--- src/rtl/uart_word_tx_if.sv ---
// Word-level handshake between the co-processor core and the UART transmitter.
// The core drives start/data (master); the transmitter drives line and status (slave).
interface uart_word_tx_if #(
  parameter int unsigned DATA_WIDTH = 24
);
  logic                  i_tx_start;
  logic [DATA_WIDTH-1:0] i_tx_data;
  logic                  o_tx_serial;
  logic                  o_tx_ready;
  logic                  o_tx_active;
  logic                  o_tx_done;

  modport master (
    output i_tx_start,
    output i_tx_data,
    input  o_tx_serial,
    input  o_tx_ready,
    input  o_tx_active,
    input  o_tx_done
  );

  modport slave (
    input  i_tx_start,
    input  i_tx_data,
    output o_tx_serial,
    output o_tx_ready,
    output o_tx_active,
    output o_tx_done
  );
endinterface

--- src/rtl/uart_word_tx.sv ---
// UART word transmitter: start bit, DATA_WIDTH data bits LSB first, stop bit, no parity.
// All outputs come straight from flops, so the serial line has no combinational input path.
module uart_word_tx #(
  parameter int unsigned DATA_WIDTH   = 24,
  parameter int unsigned CLKS_PER_BIT = 434
) (
  input  logic           i_clk,
  input  logic           i_rst,
  uart_word_tx_if.slave  tx_if
);

  localparam int unsigned CntW = (CLKS_PER_BIT > 1) ? $clog2(CLKS_PER_BIT) : 1;
  localparam int unsigned IdxW = (DATA_WIDTH > 1) ? $clog2(DATA_WIDTH) : 1;
  localparam logic [CntW-1:0] CntMax = CntW'(CLKS_PER_BIT - 1);
  localparam logic [IdxW-1:0] IdxMax = IdxW'(DATA_WIDTH - 1);

  typedef enum logic [1:0] {StIdle, StStart, StData, StStop} state_e;

  state_e                state_q;
  logic [CntW-1:0]       cnt_q;
  logic [IdxW-1:0]       idx_q;
  logic [DATA_WIDTH-1:0] shift_q;
  logic                  serial_q;
  logic                  ready_q;
  logic                  active_q;
  logic                  done_q;
  logic                  bit_end;

  assign bit_end = (cnt_q == CntMax);

  // Frame sequencer; every output is registered alongside the state.
  always_ff @(posedge i_clk) begin
    if (i_rst) begin
      state_q  <= StIdle;
      cnt_q    <= '0;
      idx_q    <= '0;
      shift_q  <= '0;
      serial_q <= 1'b1;
      ready_q  <= 1'b1;
      active_q <= 1'b0;
      done_q   <= 1'b0;
    end else begin
      done_q <= 1'b0;
      unique case (state_q)
        StIdle: begin
          if (tx_if.i_tx_start) begin
            shift_q  <= tx_if.i_tx_data;
            cnt_q    <= '0;
            idx_q    <= '0;
            state_q  <= StStart;
            serial_q <= 1'b0;
            ready_q  <= 1'b0;
            active_q <= 1'b1;
          end
        end
        StStart: begin
          if (bit_end) begin
            cnt_q    <= '0;
            idx_q    <= '0;
            state_q  <= StData;
            // Shift register always presents the next data bit in bit 0.
            serial_q <= shift_q[0];
            shift_q  <= shift_q >> 1;
          end else begin
            cnt_q <= cnt_q + CntW'(1);
          end
        end
        StData: begin
          if (bit_end) begin
            cnt_q <= '0;
            if (idx_q == IdxMax) begin
              state_q  <= StStop;
              serial_q <= 1'b1;
            end else begin
              idx_q    <= idx_q + IdxW'(1);
              serial_q <= shift_q[0];
              shift_q  <= shift_q >> 1;
            end
          end else begin
            cnt_q <= cnt_q + CntW'(1);
          end
        end
        StStop: begin
          if (bit_end) begin
            cnt_q    <= '0;
            state_q  <= StIdle;
            serial_q <= 1'b1;
            ready_q  <= 1'b1;
            active_q <= 1'b0;
            done_q   <= 1'b1;
          end else begin
            cnt_q <= cnt_q + CntW'(1);
          end
        end
        default: begin
          state_q  <= StIdle;
          serial_q <= 1'b1;
          ready_q  <= 1'b1;
          active_q <= 1'b0;
        end
      endcase
    end
  end

  assign tx_if.o_tx_serial = serial_q;
  assign tx_if.o_tx_ready  = ready_q;
  assign tx_if.o_tx_active = active_q;
  assign tx_if.o_tx_done   = done_q;

endmodule

--- src/flat_wrapper.sv ---
// flat-port wrapper written by rule: the top's interface ports become plain ports
module uart_word_tx_flat 
#(
  parameter int unsigned DATA_WIDTH   = 24,
  parameter int unsigned CLKS_PER_BIT = 434
)
  (i_clk, i_rst, tx_if_i_tx_start, tx_if_i_tx_data, tx_if_o_tx_serial, tx_if_o_tx_ready, tx_if_o_tx_active, tx_if_o_tx_done);
  uart_word_tx_if #(.DATA_WIDTH(DATA_WIDTH)) tx_if_i ();
  input  logic i_clk;
  input  logic i_rst;
  input wire logic [$bits(tx_if_i.i_tx_start)-1:0] tx_if_i_tx_start;
  input wire logic [$bits(tx_if_i.i_tx_data)-1:0] tx_if_i_tx_data;
  output wire logic [$bits(tx_if_i.o_tx_serial)-1:0] tx_if_o_tx_serial;
  output wire logic [$bits(tx_if_i.o_tx_ready)-1:0] tx_if_o_tx_ready;
  output wire logic [$bits(tx_if_i.o_tx_active)-1:0] tx_if_o_tx_active;
  output wire logic [$bits(tx_if_i.o_tx_done)-1:0] tx_if_o_tx_done;
  assign tx_if_i.i_tx_start = tx_if_i_tx_start;
  assign tx_if_i.i_tx_data = tx_if_i_tx_data;
  assign tx_if_o_tx_serial = tx_if_i.o_tx_serial;
  assign tx_if_o_tx_ready = tx_if_i.o_tx_ready;
  assign tx_if_o_tx_active = tx_if_i.o_tx_active;
  assign tx_if_o_tx_done = tx_if_i.o_tx_done;
  uart_word_tx #(.DATA_WIDTH(DATA_WIDTH), .CLKS_PER_BIT(CLKS_PER_BIT)) u_core (.i_clk(i_clk), .i_rst(i_rst), .tx_if(tx_if_i));
endmodule
--- config.mk ---
export PLATFORM = sky130hd
export DESIGN_NAME = uart_word_tx_flat
export DESIGN_NICKNAME = d
export VERILOG_FILES = /design/src/rtl/uart_word_tx_if.sv /design/src/rtl/uart_word_tx.sv /design/src/flat_wrapper.sv
export SDC_FILE = /design/constraint.sdc
export NUM_CORES = 1
export LEC_CHECK = 0
export BUFFER_PORTS_ARGS = -buffer_cell sky130_fd_sc_hd__buf_2
export CORE_AREA = 4 4 67 69
export CTS_CLUSTER_DIAMETER = 50
export DETAILED_ROUTE_END_ITERATION = 16
export DIE_AREA = 0 0 71 73
export PLACE_DENSITY = 0.81
export SETUP_SLACK_MARGIN = 0.05
export SLEW_MARGIN = 20
export SYNTH_ARGS = -nofsm -noshare
export SYNTH_HDL_FRONTEND = slang
export SYNTH_SLANG_ARGS = --single-unit
--- constraint.sdc ---
create_clock -name i_clk -period 3.3 [get_ports i_clk]
set_input_delay 0.33 -clock i_clk [delete_from_list [all_inputs] [get_ports i_clk]]
set_output_delay 0.33 -clock i_clk [all_outputs]
set_load 0.1 [all_outputs]
==> reports/qor.txt, run 1 <==
HP Class: in2reg
DRC: 0
register area share after synthesis: 38.5%
final period utilization: 71.0%
Final Wtd Congestion: 0.780
DR vias: 1,996
Slew headroom: 33.1%
critical path's largest stage delay: 0.82 ns
EDFF count, synth: 0
pins over their slew limit: 0
slowest stage cell, crit path: a21oi_1
Post-DP HPWL: 3210 um
most frequent cells in the layout: dfxtp_1 (44), buf_2 (30), mux2i_1 (25), a31oi_1 (25), a211oi_1 (23)
unrepaired setup endpoints after global routing: no
WP buf/inv: 1
max cap viols: 0
crit start category: flop
CP required: 3.51 ns
vias per inst: 6.30
leakage power total: 0.960 nW
#FFs+latches synth: 44
crit path kind: reg2reg
Top-Level Pins: 31
Std-Cell Rows: 23
gr ovfl total: 0
final worst clock skew: 0.0108 ns
worst slew pin tran: 1.00 ns
Netlist cell types: 44
worst-skew pair later-pin latency: 0.30 ns
CP Cell Sequence: inv_1 -> ha_1 -> and4_1 -> a21oi_1 -> o21ai_0 -> a311oi_1
DP Area: 2430 sq um
share of cells above drive strength 1: 18.0%
Mean Syn Cell Area: 9.27 sq um
worst hold margin: 0.353 ns
Die Width: 71 um
# diodes: 0
Syn Inst Count: 247
CTS tree: yes
CTS Buf Count: 5
root buf cell: clkbuf_8
post-synthesis cell area: 2290 sq um
Die Span Y: 73 um
Iter 0 DRT Violations: 110
first-pass GRT wire length: 8650 um
setup TNS: 0 ns
post-synthesis net count: 282
Final Hold Fails: 0
Total Routed Length: 5030 um
Core ar.: 3910 sq um
Resized cells post-CTS: 0
initial antenna violation count: 0
Tmin final: 2.34 ns
Port Buffer Count: 30
Area Growth Syn to Fin: 10.4%
Ys Warns: 0
fin area: 2530 sq um
Pre-antenna DRT Iters: 5
asr flop ratio synth: 0%
clk sinks: 44
initial core utilization: 58.5%
Total GRT Usage: 20.6%
pwr/cell area: 809 nW/um^2
vias in the first global route: 1,960
nets: 301
CP Data Arrival Time: 2.55 ns
fmax: 0.427 GHz
Detail Route Antenna Nets: 0
Reg clk slew, reported paths: 0.08 ns
crit end category: flop
largest net degree at the start of global routing: 44
H-tree depth: 2
die area: 5180 sq um
Crit Path Max Fanout: 15
Synth Flop Type: dfxtp_1
wire length per cell: 15.9 um
CTS max path bufs: 2
Setup violations, final: 0
CTS Hold Bufs: 0
status: complete, no violations
worst IR drop on VDD: 0.402 mV
Crit path max-delay family: compound AO/OA/AOI/OAI gates
commonest non-fill, non-tap cell in the layout: dfxtp_1
Filler Cell Count: 343
Post-CTS Setup Inserts: 0
-- layer usage --
metal	up-vias	wire [um]	share of wire [%]	GRT usage [%]
met3	12	260	5.2	5.23
met4	0	126	2.5	11.1
met1	933	2270	45	25.5
li1	995	-	-	-
met2	56	2370	47	32.9
met5	-	0	0	0
-- sequential cells by signal (all words and copies together) (netlist names) --
signal	flops
u_core.cnt_q	9
u_core.idx_q	5
u_core.shift_q	24
u_core.state_q	2
u_core.tx_if.o_tx_active	1
u_core.tx_if.o_tx_done	1
u_core.tx_if.o_tx_ready	1
u_core.tx_if.o_tx_serial	1
-- worst register-to-register path: cells and delay by family, from the launching register on --
family,cells,cell delay [ns]
AOI/OAI and AO/OA,3,1.34
adders and majority gates,1,0.17
buffers and inverters,1,0.06
DFF,1,0.42
and+or+nand+nor,1,0.26
-- cell type report --
class	instances	area (sq um)	area share, %
clock inverters	1	7.51	0.297
clock buffers	7	86.3	3.42
multi-input cells	171	1260	50.0
flip-flops and latches	44	881	34.9
well taps	50	62.6	2.48
inverters	8	30.0	1.19
repair buffers	36	195	7.72
-- Yosys cell counts (all sizes together) (3+ instances only) --
master / count / area (sq um)
nand3: 6 / 30.0
nor2b: 3 / 18.8
ha: 8 / 100
dfxtp: 44 / 881
a211oi: 23 / 173
a21o: 3 / 22.5
nor2: 7 / 26.3
o21ai: 5 / 25.0
mux2i: 25 / 250
a311oi: 7 / 61.3
nor3: 3 / 20.0
o31ai: 4 / 30.0
a21oi: 12 / 67.6
a31oi: 25 / 156
nand2: 12 / 45.0
nand4: 3 / 18.8
buf: 9 / 57.6
a41oi: 3 / 26.3
inv: 8 / 30.0
clkbuf: 15 / 56.3
-- where the power goes --
group          internal [mW]  switching, mW
Clock                  0.170          0.181
Combinational          0.361          0.577
Sequential             0.669         0.0855
Total                   1.20          0.843
-- per-stage QoR --
step / total power, mW / worst slack [ns] / utilization (%) / std cells
floorplan: 1.54 / 1.43 / - / 247
CTS: 2.05 / 0.978 / 64.6 / 317
global placement: 1.68 / 1.11 / 62.2 / 309
finish: 2.04 / 0.958 / 64.6 / 317
global route: 2.19 / 0.691 / 64.6 / 317
detailed placement: 1.69 / 1.01 / 62.2 / 309
-- path summary, 6_finish.rpt --
path                                                      start                                    to  slack (ns)  cells past startpoint
worst min-delay path                                      i_rst  u_core.tx_if.o_tx_ready$_SDFFE_PP1P_        0.35                      3
worst max register to register     u_core.cnt_q[1]$_SDFFE_PP0P_          u_core.cnt_q[6]$_SDFFE_PP0P_        0.96                      6
worst max-delay path               u_core.cnt_q[1]$_SDFFE_PP0P_          u_core.cnt_q[6]$_SDFFE_PP0P_        0.96                      6
worst min register to register  u_core.shift_q[23]$_SDFFE_PP0P_       u_core.shift_q[23]$_SDFFE_PP0P_        0.48                      2
-- cell families after synthesis --
kind of cell / Yosys count / synth area share [%]
adder cells (fa/ha/maj): 8 / 4.37
AO/OA/AOI/OAI: 93 / 28.9
flip-flops: 44 / 38.5
buffers and inverters: 32 / 6.28
AND/OR/NAND/NOR: 45 / 11.1
multiplexers: 25 / 10.9
Note: power is estimated with default switching activity, not from simulation.
==> inputs of run 2 (changes only) <==
--- a/config.mk
+++ b/config.mk
@@ -5,12 +5,13 @@
 export SDC_FILE = /design/constraint.sdc
 export NUM_CORES = 1
 export LEC_CHECK = 0
+export ABC_AREA = 1
 export BUFFER_PORTS_ARGS = -buffer_cell sky130_fd_sc_hd__buf_2
-export CORE_AREA = 4 4 67 69
+export CORE_AREA = 4 4 69 71
 export CTS_CLUSTER_DIAMETER = 50
 export DETAILED_ROUTE_END_ITERATION = 16
-export DIE_AREA = 0 0 71 73
-export PLACE_DENSITY = 0.81
+export DIE_AREA = 0 0 73 75
+export PLACE_DENSITY = 0.77
 export SETUP_SLACK_MARGIN = 0.05
 export SLEW_MARGIN = 20
 export SYNTH_ARGS = -nofsm -noshare
==> constraint.sdc (replaced) <==
create_clock -name i_clk -period 2.2 [get_ports i_clk]
set_input_delay 0.22 -clock i_clk [delete_from_list [all_inputs] [get_ports i_clk]]
set_output_delay 0.22 -clock i_clk [all_outputs]
set_load 0.1 [all_outputs]
==> reports/qor.txt, run 2 <==
status: complete, no violations
crit path kind: reg2reg
CTS Buf Count: 5 (unchanged)
post-synthesis net count: 379 (+34%)
DRC: 0 (unchanged)
top flop regs: u_core.shift_q x24, u_core.cnt_q x9, u_core.idx_q x5
wire length per cell: 11.0 um (-31%)
CTS Hold Bufs: 0 (unchanged)
final worst clock skew: 0.00551 ns (-0.00533 ns)
#FFs+latches synth: 44 (unchanged)
Netlist cell types: 31 (-30%)
number of placed cells counting well taps: 417 (+35%)
worst slew pin tran: 0.485 ns (-0.518 ns)
Ys Warns: 0 (unchanged)
vias per inst: 4.94 (-22%)
HP Class: in2reg
gr ovfl total: 0 (unchanged)
Tmin final: 1.80 ns (-0.545 ns)
crit start category: flop
reg2reg end: u_core.shift_q[23]$_SDFFE_PP0P_
sw power: 1.54 mW (+83%)
Final Wtd Congestion: 0.900 (+15%)
commonest non-fill, non-tap cell in the layout: nand2_1
vias in the first global route: 1,935 (-1.3%)
EDFF count, synth: 0 (unchanged)
pwr/cell area: 1300 nW/um^2 (+61%)
CTS tree: yes
R2R Setup Slk: 0.40 ns (-0.55 ns)
Slew headroom: 67.9% (+35 points)
Iter 0 DRT Violations: 131 (+19%)
CP Capture Point: u_core.shift_q[23]$_SDFFE_PP0P_
Port Buffer Count: 30 (unchanged)
Mean Syn Cell Area: 6.63 sq um (-28%)
Reg clk slew, reported paths: 0.08 ns (about the same)
switching power share of the total: 46.7% (+5.4 points)
max cap viols: 0 (unchanged)
Int Power: 1.76 mW (+46%)
fmax: 0.556 GHz (+30%)
first-pass GRT wire length: 8090 um (-6.5%)
Top-Level Pins: 31 (unchanged)
Final Hold Fails: 0 (unchanged)
Cell Count, Final, Fillers Out: 424 (+34%)
Synth Flop Type: dfxtp_1
most frequent cells in the layout: nand2_1 (108), nor2_1 (69), dfxtp_1 (44)
# diodes: 0 (unchanged)
Std-Cell Rows: 24 (+4.3%)
Largest Register: u_core.shift_q
top-count cell post-synth: nand2_1
CP Data Arrival Time: 1.98 ns (-0.57 ns)
Die Width: 73 um (+2.8%)
clk sinks: 44 (unchanged)
initial core utilization: 53.9% (-4.6 points)
Total Routed Length: 4650 um (-7.6%)
setup TNS: 0 ns (unchanged)
Detail Route Antenna Nets: 0 (unchanged)
Clk pwr share: 14.4% (-2.8 points)
Resized cells post-CTS: 0 (unchanged)
Crit Path Max Fanout: 32 (+17)
pins over their slew limit: 0 (unchanged)
Syn Inst Count: 344 (+39%)
share of cells above drive strength 1: 15.6% (-2.4 points)
Core ar.: 4230 sq um (+8.2%)
CP startpoint: u_core.state_q[0]$_SDFFE_PP0P_
leakage power total: 1.20 nW (+25%)
Setup violations, final: 0 (unchanged)
worst IR drop on VDD: 0.565 mV (+41%)
Yosys top cell area share: 38.6% (+0.13 points)
crit end category: flop
DR vias: 2,094 (+4.9%)
CP required: 2.38 ns (-1.13 ns)
final period utilization: 81.7% (+11 points)
worst-skew pair later-pin latency: 0.30 ns (about the same)
post-synthesis cell area: 2280 sq um (-0.33%)
nets: 407 (+35%)
reg2reg path depth: 10 (+4)
Area contributors post-synth: dfxtp_1 (39%), nand2_1 (18%), nor2_1 (11%)
Total GRT Usage: 18.6% (-2.0 points)
Pre-antenna DRT Iters: 4 (-1)
die area: 5480 sq um (+5.6%)
register area share after synthesis: 38.6% (+0.13 points)
asr flop ratio synth: 0% (unchanged)
Combinational Power Share: 50.7% (+4.8 points)
Post-CTS Setup Inserts: 0 (unchanged)
largest net degree at the start of global routing: 33 (-25%)
Synth area leader: dfxtp_1
R2R Path Start: u_core.state_q[0]$_SDFFE_PP0P_
Flop pwr share: 34.9% (-2.0 points)
root buf cell: clkbuf_8
unrepaired setup endpoints after global routing: no
initial antenna violation count: 0 (unchanged)
max reg flops: 24 (unchanged)
CTS max path bufs: 2 (unchanged)
synth cell count leaders: nand2_1 (108), nor2_1 (69), dfxtp_1 (44)
Area Growth Syn to Fin: 11.2%
H-tree depth: 2 (unchanged)
Post-DP HPWL: 3200 um (-0.24%)
Die Span Y: 75 um (+2.7%)
run 2: logic make-up after synthesis:
kind of cell             synth area share, %
adder cells (fa/ha/maj)                 4.39
AO/OA/AOI/OAI                           12.2
AND/OR/NAND/NOR                         36.8
XOR/XNOR                               0.768
flip-flops                              38.6
buffers and inverters                   7.29
run 2: power by group through the flow:
| stage | Sequential [mW] | Clock [mW] | Combinational [mW] |
|---|---|---|---|
| floorplan | 1.32 | 0 | 1.22 |
| global route | 1.17 | 0.519 | 1.92 |
| CTS | 1.15 | 0.493 | 1.69 |
| detailed placement | 1.16 | 0 | 1.69 |
| global placement | 1.16 | 0 | 1.65 |
| finish | 1.15 | 0.475 | 1.67 |
run 2: area by class of cell:
class	instances	area (sq um)
Clock inverter	1	5.00
Tap cell	52	65.1
Timing Repair Buffer	34	193
Multi-Input combinational cell	264	1230
Fill cell	428	1700
Clock buffer	6	72.6
Sequential cell	44	881
Inverter	23	86.3
run 2: how the worst min path moves through the flow:
stage	to	slack [ns]	cells after the start	startpoint
CTS	u_core.shift_q[5]$_SDFFE_PP0P_	0.22	5	tx_if_i_tx_data[5]
global placement	u_core.tx_if.o_tx_active$_SDFFE_PP0P_	0.45	2	u_core.tx_if.o_tx_active$_SDFFE_PP0P_
detailed placement	u_core.tx_if.o_tx_active$_SDFFE_PP0P_	0.45	2	u_core.tx_if.o_tx_active$_SDFFE_PP0P_
finish	u_core.shift_q[20]$_SDFFE_PP0P_	0.23	5	tx_if_i_tx_data[20]
floorplan	u_core.cnt_q[0]$_SDFFE_PP0P_	0.30	1	i_rst
global route	u_core.shift_q[7]$_SDFFE_PP0P_	0.26	5	tx_if_i_tx_data[7]
run 2: critical path, cell delays in order (launching register included):
cell     delay (ns)
dfxtp_1        0.39
inv_1          0.10
ha_1           0.27
or2_4          0.30
nand2_2        0.08
nand2_2        0.06
nor2_4         0.11
buf_12         0.18
nand2_1        0.06
o21ai_0        0.07
nor2_1         0.05
run 2: per-layer routing:
metal | wire length [um] | up-vias | part of all wire (%) | GRT usage [%]
li1 | - | 1134 | - | -
met1 | 2130 | 915 | 46 | 23.3
met2 | 2250 | 36 | 48 | 31.1
met3 | 200 | 9 | 4.3 | 4.94
met4 | 72 | 0 | 1.5 | 6.35
met5 | 0 | - | 0 | 0
run 2: through the flow:
stage / power, mW / area [sq um] / setup slack [ns] / hold slack (ns) / utilization [%]
after global placement: 2.81 / 2460 / 0.470 / 0.448 / 58.1
after global routing: 3.61 / 2540 / 0.240 / 0.255 / 59.9
after floorplan: 2.54 / 2280 / 0.570 / 0.298 / -
final: 3.30 / 2540 / 0.403 / 0.233 / 59.9
after detailed placement: 2.85 / 2460 / 0.412 / 0.453 / 58.1
after CTS: 3.33 / 2540 / 0.399 / 0.224 / 59.9
